<file path="config.mk">
export PLATFORM = sky130hd
export DESIGN_NAME = vram_writer
export DESIGN_NICKNAME = d
export VERILOG_FILES = /design/src/rtl/sevga_pkg.sv /design/src/rtl/wrfifo.sv /design/src/rtl/vram_writer.sv
export SDC_FILE = /design/constraint.sdc
export NUM_CORES = 1
export LEC_CHECK = 0
export CAP_MARGIN = 20
export CELL_PAD_IN_SITES_DETAIL_PLACEMENT = 1
export CELL_PAD_IN_SITES_GLOBAL_PLACEMENT = 1
export CORE_MARGIN = 5
export CORE_UTILIZATION = 42
export DETAILED_ROUTE_END_ITERATION = 8
export PLACE_DENSITY = 0.83
export RECOVER_POWER = 50
export SLEW_MARGIN = 10
export SYNTH_ARGS = -nofsm -noshare
export SYNTH_HDL_FRONTEND = slang
export SYNTH_SLANG_ARGS = --single-unit
export TNS_END_PERCENT = 1
</file>
<file path="constraint.sdc">
create_clock -name pixClock -period 2.5 [get_ports pixClock]
set_clock_uncertainty 0.1 [all_clocks]
set_input_delay 0.375 -clock pixClock [delete_from_list [all_inputs] [get_ports pixClock]]
set_output_delay 0.375 -clock pixClock [all_outputs]
set_load 0.02 [all_outputs]
</file>
<file path="src/rtl/sevga_pkg.sv">
// Shared types and defaults for the VRAM write path: frame-buffer geometry,
// write-FSM state enum and the buffered CPU write entry.
package sevga_pkg;

  localparam logic [23:0] FbBaseDefault  = 24'h3FA700;
  localparam int unsigned FbBytesDefault = 21888;

  typedef enum logic [1:0] {
    StIdle,
    StSetup,
    StStrobe
  } wrState_e;

  typedef struct packed {
    logic [14:0] offset;
    logic [15:0] data;
    logic        ube;
    logic        lbe;
  } wrEntry_t;

endpackage

</file>
<file path="src/rtl/wrfifo.sv">
// Synchronous show-ahead FIFO for buffered CPU write entries.
// Depth must be a power of two, at least 2.
module wrfifo
  import sevga_pkg::*;
#(
  parameter int unsigned Depth = 4
) (
  input  logic     pixClock,
  input  logic     reset,
  input  logic     wrEn,
  input  wrEntry_t wrData,
  input  logic     rdEn,
  output wrEntry_t rdData,
  output logic     full,
  output logic     empty
);

  localparam int unsigned PtrW = $clog2(Depth);

  wrEntry_t        mem [Depth];
  logic [PtrW:0]   wrPtr;
  logic [PtrW:0]   rdPtr;
  logic            doWr;
  logic            doRd;

  // Extra pointer bit distinguishes full from empty when the indices match.
  assign empty  = (wrPtr == rdPtr);
  assign full   = (wrPtr[PtrW] != rdPtr[PtrW]) && (wrPtr[PtrW-1:0] == rdPtr[PtrW-1:0]);
  assign doWr   = wrEn && !full;
  assign doRd   = rdEn && !empty;
  assign rdData = mem[rdPtr[PtrW-1:0]];

  always_ff @(posedge pixClock) begin
    if (reset) begin
      wrPtr <= '0;
      rdPtr <= '0;
    end else begin
      if (doWr) wrPtr <= wrPtr + (PtrW+1)'(1);
      if (doRd) rdPtr <= rdPtr + (PtrW+1)'(1);
    end
  end

  always_ff @(posedge pixClock) begin
    if (doWr) mem[wrPtr[PtrW-1:0]] <= wrData;
  end

endmodule

</file>
<file path="src/rtl/vram_writer.sv">
// Captures 68000 writes into the frame buffer and replays them as byte writes
// to VRAM outside the display read slot. Optional sticky overflow flag: VRAM_WRITER_OVF_EN.
module vram_writer
  import sevga_pkg::*;
#(
  parameter logic [23:0] FB_BASE    = FbBaseDefault,
  parameter int unsigned FB_BYTES   = FbBytesDefault,
  parameter int unsigned FIFO_DEPTH = 4
) (
  input  logic        pixClock,
  input  logic        reset,
  input  logic [9:0]  hCount,
  input  logic [22:0] cpuAddr,
  input  logic [15:0] cpuData,
  input  logic        nAS,
  input  logic        nUDS,
  input  logic        nLDS,
  input  logic        cpuRnW,
  output logic [14:0] vramAddr,
  output logic [7:0]  vramDataOut,
  output logic        vramDataOE,
  output logic        nvramWE,
  output logic        vramBusReq,
  output logic        fifoOverflow
);

  localparam logic [24:0] FbEnd = 25'(FB_BASE) + 25'(FB_BYTES);

  logic [1:0] asSync, udsSync, ldsSync, rnwSync;
  logic       prevBothQ;
  logic       bothLow, capture, inRange, accept;
  logic [23:0] byteAddr, offDiff;
  wrEntry_t   pushEntry, head;
  logic       fifoFull, fifoEmpty, pop;
  wrState_e   stateQ, stateD;
  logic       upperDoneQ, upperDoneD;
  logic       slotOk, curUpper;
  logic [14:0] curAddr;
  logic [7:0]  curData;

  always_ff @(posedge pixClock) begin
    if (reset) begin
      asSync    <= 2'b11;
      udsSync   <= 2'b11;
      ldsSync   <= 2'b11;
      rnwSync   <= 2'b11;
      prevBothQ <= 1'b1;
    end else begin
      asSync    <= {asSync[0], nAS};
      udsSync   <= {udsSync[0], nUDS};
      ldsSync   <= {ldsSync[0], nLDS};
      rnwSync   <= {rnwSync[0], cpuRnW};
      prevBothQ <= udsSync[1] & ldsSync[1];
    end
  end

  assign bothLow  = ~(udsSync[1] & ldsSync[1]);
  assign capture  = prevBothQ && bothLow && !asSync[1] && !rnwSync[1];
  assign byteAddr = {cpuAddr, 1'b0};
  assign offDiff  = byteAddr - FB_BASE;
  assign inRange  = (byteAddr >= FB_BASE) && ({1'b0, byteAddr} < FbEnd);
  assign accept   = capture && inRange;

  assign pushEntry = '{offset: offDiff[14:0], data: cpuData,
                       ube: ~udsSync[1], lbe: ~ldsSync[1]};

  wrfifo #(
    .Depth (FIFO_DEPTH)
  ) u_wrfifo (
    .pixClock (pixClock),
    .reset    (reset),
    .wrEn     (accept),
    .wrData   (pushEntry),
    .rdEn     (pop),
    .rdData   (head),
    .full     (fifoFull),
    .empty    (fifoEmpty)
  );

  // hCount[2:0] = 5..7 belongs to the display read slot.
  assign slotOk   = (hCount[2:0] <= 3'd4);
  assign curUpper = head.ube && !upperDoneQ;
  assign curAddr  = curUpper ? head.offset : head.offset + 15'd1;
  assign curData  = curUpper ? head.data[15:8] : head.data[7:0];

  always_ff @(posedge pixClock) begin
    if (reset) begin
      stateQ     <= StIdle;
      upperDoneQ <= 1'b0;
    end else begin
      stateQ     <= stateD;
      upperDoneQ <= upperDoneD;
    end
  end

  always_comb begin
    stateD      = stateQ;
    upperDoneD  = upperDoneQ;
    pop         = 1'b0;
    vramAddr    = '0;
    vramDataOut = '0;
    vramDataOE  = 1'b0;
    vramBusReq  = 1'b0;
    nvramWE     = 1'b1;
    unique case (stateQ)
      StIdle: begin
        if (!fifoEmpty && slotOk) stateD = StSetup;
      end
      StSetup: begin
        vramBusReq  = 1'b1;
        vramDataOE  = 1'b1;
        vramAddr    = curAddr;
        vramDataOut = curData;
        stateD      = StStrobe;
      end
      StStrobe: begin
        vramBusReq  = 1'b1;
        vramDataOE  = 1'b1;
        vramAddr    = curAddr;
        vramDataOut = curData;
        nvramWE     = 1'b0;
        if (curUpper && head.lbe) begin
          upperDoneD = 1'b1;
          stateD     = slotOk ? StSetup : StIdle;
        end else begin
          pop        = 1'b1;
          upperDoneD = 1'b0;
          stateD     = StIdle;
        end
      end
      default: stateD = StIdle;
    endcase
  end

`ifdef VRAM_WRITER_OVF_EN
  logic ovfQ;
  always_ff @(posedge pixClock) begin
    if (reset) ovfQ <= 1'b0;
    else if (accept && fifoFull) ovfQ <= 1'b1;
  end
  assign fifoOverflow = ovfQ;
`else
  logic unusedFull;
  assign unusedFull   = fifoFull;
  assign fifoOverflow = 1'b0;
`endif

  logic unusedBits;
  assign unusedBits = ^{hCount[9:3], offDiff[23:15]};

endmodule

</file>
==> impl_metrics.tcl, run 1 <==
set metrics [dict create \
    drive_above_1_share_pct 32.3 \
    crit_path_start_kind "flip-flop" \
    portBuffers 73 \
    avgSynthCellArea_um2 16.6 \
    cts-buffers-inserted 17 \
    area_growth_pct 34.0 \
    path_clk_slew_ps 60 \
    path_class "reg2out" \
    worst_pin_slew_ps 695 \
    globalplace.congestion 0.752 \
    power.total_w 0.00534 \
    r2r-end "u_wrfifo.rdPtr[2]" \
    coreArea_um2 14000 \
    die_y_um 130 \
    yosysTopAreaCell "edfxtp_1" \
    antenna_found_initial 0 \
    crit_fanout 8 \
    fin_crit_sh_pct 113 \
    cts.sinks 148 \
    nFillCells 1334 \
    cts_tree "built" \
    synth.area.top_cells "edfxtp_1 64%, dfxtp_1 6.6%, mux4_2 5.2%" \
    grt_max_degree 33 \
    yosys.cell_types.count 46 \
    grt_pass1_wl_um 24600 \
    antenna_cells 0 \
    postPlaceCellArea_um2 7380 \
    fin_ws_ps -336 \
    min_path_cells 1 \
    synthFlopType "edfxtp_1" \
    worstHoldStart "cpuAddr[4]" \
    num_rows 43 \
    cp.required_ps 2030 \
    viasPerCell 5.45 \
    arrival_ps 2360 \
    synth_top_area_share_pct 63.6 \
    initial_core_util_pct 43.2 \
    io_pins 82 \
    fmax_ghz 0.353 \
    clockRootBuffer "clkbuf_16" \
    ys_ff_latch 148 \
    slew_headroom_pct 53.5 \
    violations "setup timing" \
    synth_edf_count 128 \
    cp-end-kind "primary output" \
    yosysSeqAreaShare_pct 70.2 \
    r2r_cells 5 \
    first_pass_iters 4 \
    p_leak_nw 2.93 \
    first_iter_violations 360 \
    syn_area_um2 6040 \
    rrSetupSlack_ps 400 \
    wl_um 16500 \
    finalSetupTns_ps -15160 \
    maxSlewViolCount 0 \
    finalHoldViolCount 0 \
    yosys_warnings 0 \
    cts.path.max_buffers 2 \
    power.density_nw_per_um2 660 \
    die_area_um2 16900 \
    holdPathEnd "u_wrfifo.mem[2][23]" \
    vias 3750 \
    h-tree-depth 4 \
    period_needed_ps 2840 \
    post-place-ws_ps -583 \
    nets 563 \
    async_reset_ff_share_pct 0 \
    synth_cells 363 \
    track_usage_pct 20.2 \
    drv_cap 0 \
    wire_per_inst_um 23.9 \
    rsz0062_at_grt "yes" \
    final_area_um2 8100 \
    finalSetupViolCount 136 \
    status "finished, violations left" \
    drc_errors 0 \
    hp-class "in2reg" \
    synth_nets 430 \
    grt_overflow 0 \
    hpwl_um 10200 \
    irDropWorstVdd_uv 537 \
    worstSkewPairLatency_ps 420 \
    ant_nets 0 \
    dieWidth_um 130 \
    grt_pass1_vias 4211 \
]
[cell usage in the layout, fill, tap and decap left out, types with 6 or more instances in the layout]
| cell | n |
|---|---|
| dfxtp_1 | 18 |
| ha_1 | 11 |
| nor4b_2 | 6 |
| nand2_1 | 12 |
| xor2_1 | 6 |
| and2_1 | 16 |
| clkbuf_1 | 15 |
| nor2_1 | 12 |
| a221oi_1 | 15 |
| or2_2 | 9 |
| inv_1 | 10 |
| mux4_2 | 14 |
| edfxtp_1 | 128 |
| buf_12 | 7 |
| clkbuf_16 | 17 |
| mux2_2 | 6 |
| buf_2 | 8 |
| mux2_4 | 9 |
| buf_4 | 45 |
| clkdlybuf4s50_1 | 22 |
| dlygate4sd3_1 | 20 |
[logic make-up after synthesis]
family	after synthesis	synth area share [%]
DFF	148	70.2
and+or+nand+nor	86	8.35
muxes	39	10.1
AOI/OAI and AO/OA	38	4.70
buffers and inverters	28	2.48
adders and majority gates	12	2.48
xor gates and xnor gates	11	1.59
other	1	0.0621
[repair_timing]
item                       in CTS  in global routing
resized for setup             120                 40
pin swaps                       5                  8
cloned                          1                  0
setup buffers                   1                  0
setup endpoints to repair     154                147
hold buffers                    0                  0
[metrics by stage]
stage / utilization, % / hold WS (ps) / std cells
after floorplan: - / 289 / 363
after global placement: 52.8 / 294 / 656
after detailed placement: 52.8 / 310 / 656
after CTS: 57.9 / 319 / 689
after global routing: 57.9 / 192 / 688
final: 57.9 / 217 / 688
[cell type report]
class | count | area [um2] | area share (%)
Tap cell | 180 | 225 | 2.78
Inverter | 10 | 37.5 | 0.464
Clock inverter | 8 | 109 | 1.34
Timing Repair Buffer | 132 | 1170 | 14.5
Sequential cell | 148 | 4250 | 52.5
Clock buffer | 23 | 448 | 5.53
Multi-Input combinational cell | 187 | 1850 | 22.9
[state kept, by name, indices dropped and copies added (netlist names), named ones only]
name,flops
ldsSync,2
u_wrfifo.mem,128
rnwSync,2
asSync,2
u_wrfifo.wrPtr,3
u_wrfifo.rdPtr,3
udsSync,2
upperDoneQ,1
stateQ,2
prevBothQ,1
[synthesized netlist by cell type, types with 2 or more instances]
library cell	n
a21oi_1	5
a221oi_1	16
and2_1	20
and3_1	2
buf_1	2
buf_2	3
buf_4	3
buf_6	4
clkbuf_1	6
dfxtp_1	20
edfxtp_1	128
ha_1	12
inv_1	10
mux2_1	10
mux2_2	8
mux2i_1	5
mux4_2	14
nand2_1	12
nand2b_1	5
nand3_1	2
nand4_1	3
nor2_1	12
nor2b_1	2
nor3_1	2
nor4_1	3
nor4b_1	8
o21ai_0	3
o22ai_1	8
or2_2	9
xnor2_1	5
xor2_1	6
[layer usage]
layer  GRT usage [%]  share of wire, %
met5               0                 0
met4            6.30               1.3
met3            5.40               5.1
met2            38.2                56
met1            21.8                37
[how the worst max path moves through the flow]
stage / start / to / cells after the start
5_1_grt: u_wrfifo.mem[0][1] / vramDataOut[3] / 8
2_1_floorplan: cpuAddr[7] / u_wrfifo.mem[0][0] / 7
3_3_place_gp: cpuAddr[1] / u_wrfifo.mem[2][17] / 9
4_1_cts: u_wrfifo.mem[0][1] / vramDataOut[6] / 9
3_5_place_dp: cpuAddr[0] / u_wrfifo.mem[0][17] / 9
6_report: flip-flop / vramDataOut[2] / 7
[power by group]
part / switching [W] / internal [W]
Clock: 0.000933 / 0.00155
Combinational: 0.0000843 / 0.0000863
Sequential: 0.00000231 / 0.00269
[worst max-delay path, cell delays in order, from the launching register on]
cell	delay [ps]
dfxtp_4	360
or2_4	260
o22a_4	270
buf_12	150
buf_8	120
a221oi_1	490
nor4b_4	90
buf_4	180
No activity file was read; power rests on OpenSTA's default activity.
==> run 2: changes to the inputs <==
--- a/config.mk
+++ b/config.mk
@@ -15,2 +15,3 @@
 export RECOVER_POWER = 50
+export SETUP_SLACK_MARGIN = 0.15
 export SLEW_MARGIN = 10
--- a/constraint.sdc
+++ b/constraint.sdc
@@ -4,2 +4,2 @@
 set_output_delay 0.375 -clock pixClock [all_outputs]
-set_load 0.02 [all_outputs]
+set_load 0.01 [all_outputs]
==> impl_metrics.tcl, run 2 (synthesized netlist as in run 1, its figures left out) <==
set metrics [dict create \
    crit_path_cell_trace "or2_4 > o22a_4 > buf_12 > buf_12 > mux2_4 > o22ai_2 > nor4b_2 > buf_2" \
    final_common_cell "edfxtp_1" \
    cts.path.max_buffers 2 \
    finalHoldViolCount 0 \
    globalplace.congestion 0.806 \
    ant_nets 0 \
    dieWidth_um 130 \
    finalSetupViolCount 22 \
    h-tree-depth 4 \
    grt_max_degree 33 \
    seq_power_share_pct 48.3 \
    cp_slowest_stage_delay_ps 340 \
    cts-buffers-inserted 17 \
    grt_pass1_vias 4356 \
    cts.sinks 148 \
    first_pass_iters 4 \
    wire_per_inst_um 23.6 \
    crit_fanout 6 \
    violations "setup timing" \
    hp-class "in2reg" \
    coreArea_um2 14000 \
    crit_cells 8 \
    antenna_found_initial 0 \
    die_area_um2 16900 \
    cp_num_buf_inv 3 \
    hpwl_um 9790 \
    p_leak_nw 2.95 \
    pwr-share-comb_pct 3.0 \
    arrival_ps 2330 \
    portBuffers 73 \
    fin_crit_sh_pct 112 \
    rrSetupSlack_ps 280 \
    post-place-ws_ps -407 \
    status "finished, violations left" \
    track_usage_pct 20.1 \
    io_pins 82 \
    p_int_w 0.00452 \
    cts_tree "built" \
    switching_share_pct 18.9 \
    p_switching_w 0.00105 \
    grt_overflow 0 \
    irDropWorstVdd_uv 452 \
    crit_path_start_kind "flip-flop" \
    vias 3757 \
    drive_above_1_share_pct 31.6 \
    area_growth_pct 36.1 \
    path_common_cell "buf_12" \
    nets 567 \
    clkPwrFrac_pct 48.8 \
    grt_pass1_wl_um 24700 \
    largest_reg_flops 128 \
    cp_slowest_cell "dfxtp_2" \
    postLayoutCoreUtil_pct 58.8 \
    power.density_nw_per_um2 679 \
    rsz0062_at_grt "yes" \
    clockRootBuffer "clkbuf_16" \
    initial_core_util_pct 43.2 \
    first_iter_violations 276 \
    cp.required_ps 2030 \
    r2r_cells 6 \
    maxSlewViolCount 0 \
    crit_family "simple AND/OR/NAND/NOR gates" \
    slew_headroom_pct 48.7 \
    viasPerCell 5.43 \
    num_rows 43 \
    path_class "reg2out" \
    path_clk_slew_ps 60 \
    final_cell_mix "128 x edfxtp_1, 42 x buf_4, 33 x clkdlybuf4s50_1" \
    fin_ws_ps -304 \
    drc_errors 0 \
    endpoint "vramDataOut[2]" \
    antenna_cells 0 \
    worst_pin_slew_ps 767 \
    period_needed_ps 2800 \
    wl_um 16400 \
    cp-end-kind "primary output" \
    worstSkewPairLatency_ps 420 \
    die_y_um 130 \
    drv_cap 0 \
    fmax_ghz 0.357 \
]
==> run 2: changes by cell type in the layout (fill, tap and decap cells not counted), moves of 3 or more <==
cell and change:
buf_4 -3, clkbuf_2 -5, clkdlybuf4s15_2 -4, clkdlybuf4s50_1 +11, o22ai_2 +3
==> run 2: how the worst min path moves through the flow <==
stage | startpoint | endpoint | slack (ps) | cells after the start
global route | cpuAddr[5] | u_wrfifo.mem[0][24] | 170 | 1
CTS | udsSync[0] | udsSync[1] | 310 | 1
detailed placement | udsSync[0] | udsSync[1] | 300 | 1
global placement | ldsSync[0] | ldsSync[1] | 300 | 1
floorplan | asSync[0] | asSync[1] | 290 | 1
finish | cpuAddr[5] | u_wrfifo.mem[0][24] | 180 | 1
==> run 2: final cells by class <==
class / instances / area (um2)
Clock buffer: 19 / 433
Timing Repair Buffer: 136 / 1240
Sequential cell: 148 / 4250
Multi-Input combinational cell: 187 / 1850
Inverter: 10 / 37.5
Fill cell: 1329 / 5770
Tap cell: 180 / 225
Clock inverter: 12 / 186
==> run 2: metal layers <==
metal / GRT usage [%] / vias to the layer above / routed length [um]
met4: 9.66 / 0 / 557
met2: 36.9 / 129 / 8970
met5: 0 / - / 0
met3: 4.71 / 40 / 765
met1: 21.6 / 1905 / 6060
li1: - / 1683 / -
==> run 2: worst register-to-register path: stages (launching register included) <==
cell and delay (ps):
dfxtp_4 370, buf_4 120, buf_4 240, mux4_2 600, o221ai_2 310, mux2i_1 230, nor2_1 90
==> run 2: power groups by stage <==
| stage | combinational (W) | clock, W | sequential [W] |
|---|---|---|---|
| floorplan | 0.0000376 | 0 | 0.00275 |
| global placement | 0.000166 | 0 | 0.00275 |
| detailed placement | 0.000175 | 0 | 0.00275 |
| CTS | 0.000181 | 0.00276 | 0.00269 |
| global route | 0.000177 | 0.00290 | 0.00269 |
| finish | 0.000165 | 0.00272 | 0.00269 |
==> run 2: what timing repair did <==
action | 4_1_cts | 5_1_grt
setup buffers | 7 | 1
pin swaps | 8 | 11
resized for setup | 85 | 23
gates cloned | 1 | 0
endpoints found under the setup margin | 154 | 138
hold buffers | 0 | 0
==> run 2: per-stage QoR <==
step / setup TNS (ps) / hold WS (ps) / instance area, um2 / instances / total power, W
final: -5060 / 185 / 8220 / 692 / 0.00558
after global routing: -7040 / 172 / 8220 / 692 / 0.00577
after CTS: -6030 / 315 / 8220 / 691 / 0.00563
after detailed placement: -51350 / 296 / 7380 / 652 / 0.00292
after global placement: -54320 / 296 / 7380 / 652 / 0.00291
after floorplan: -13480 / 289 / 6040 / 363 / 0.00278
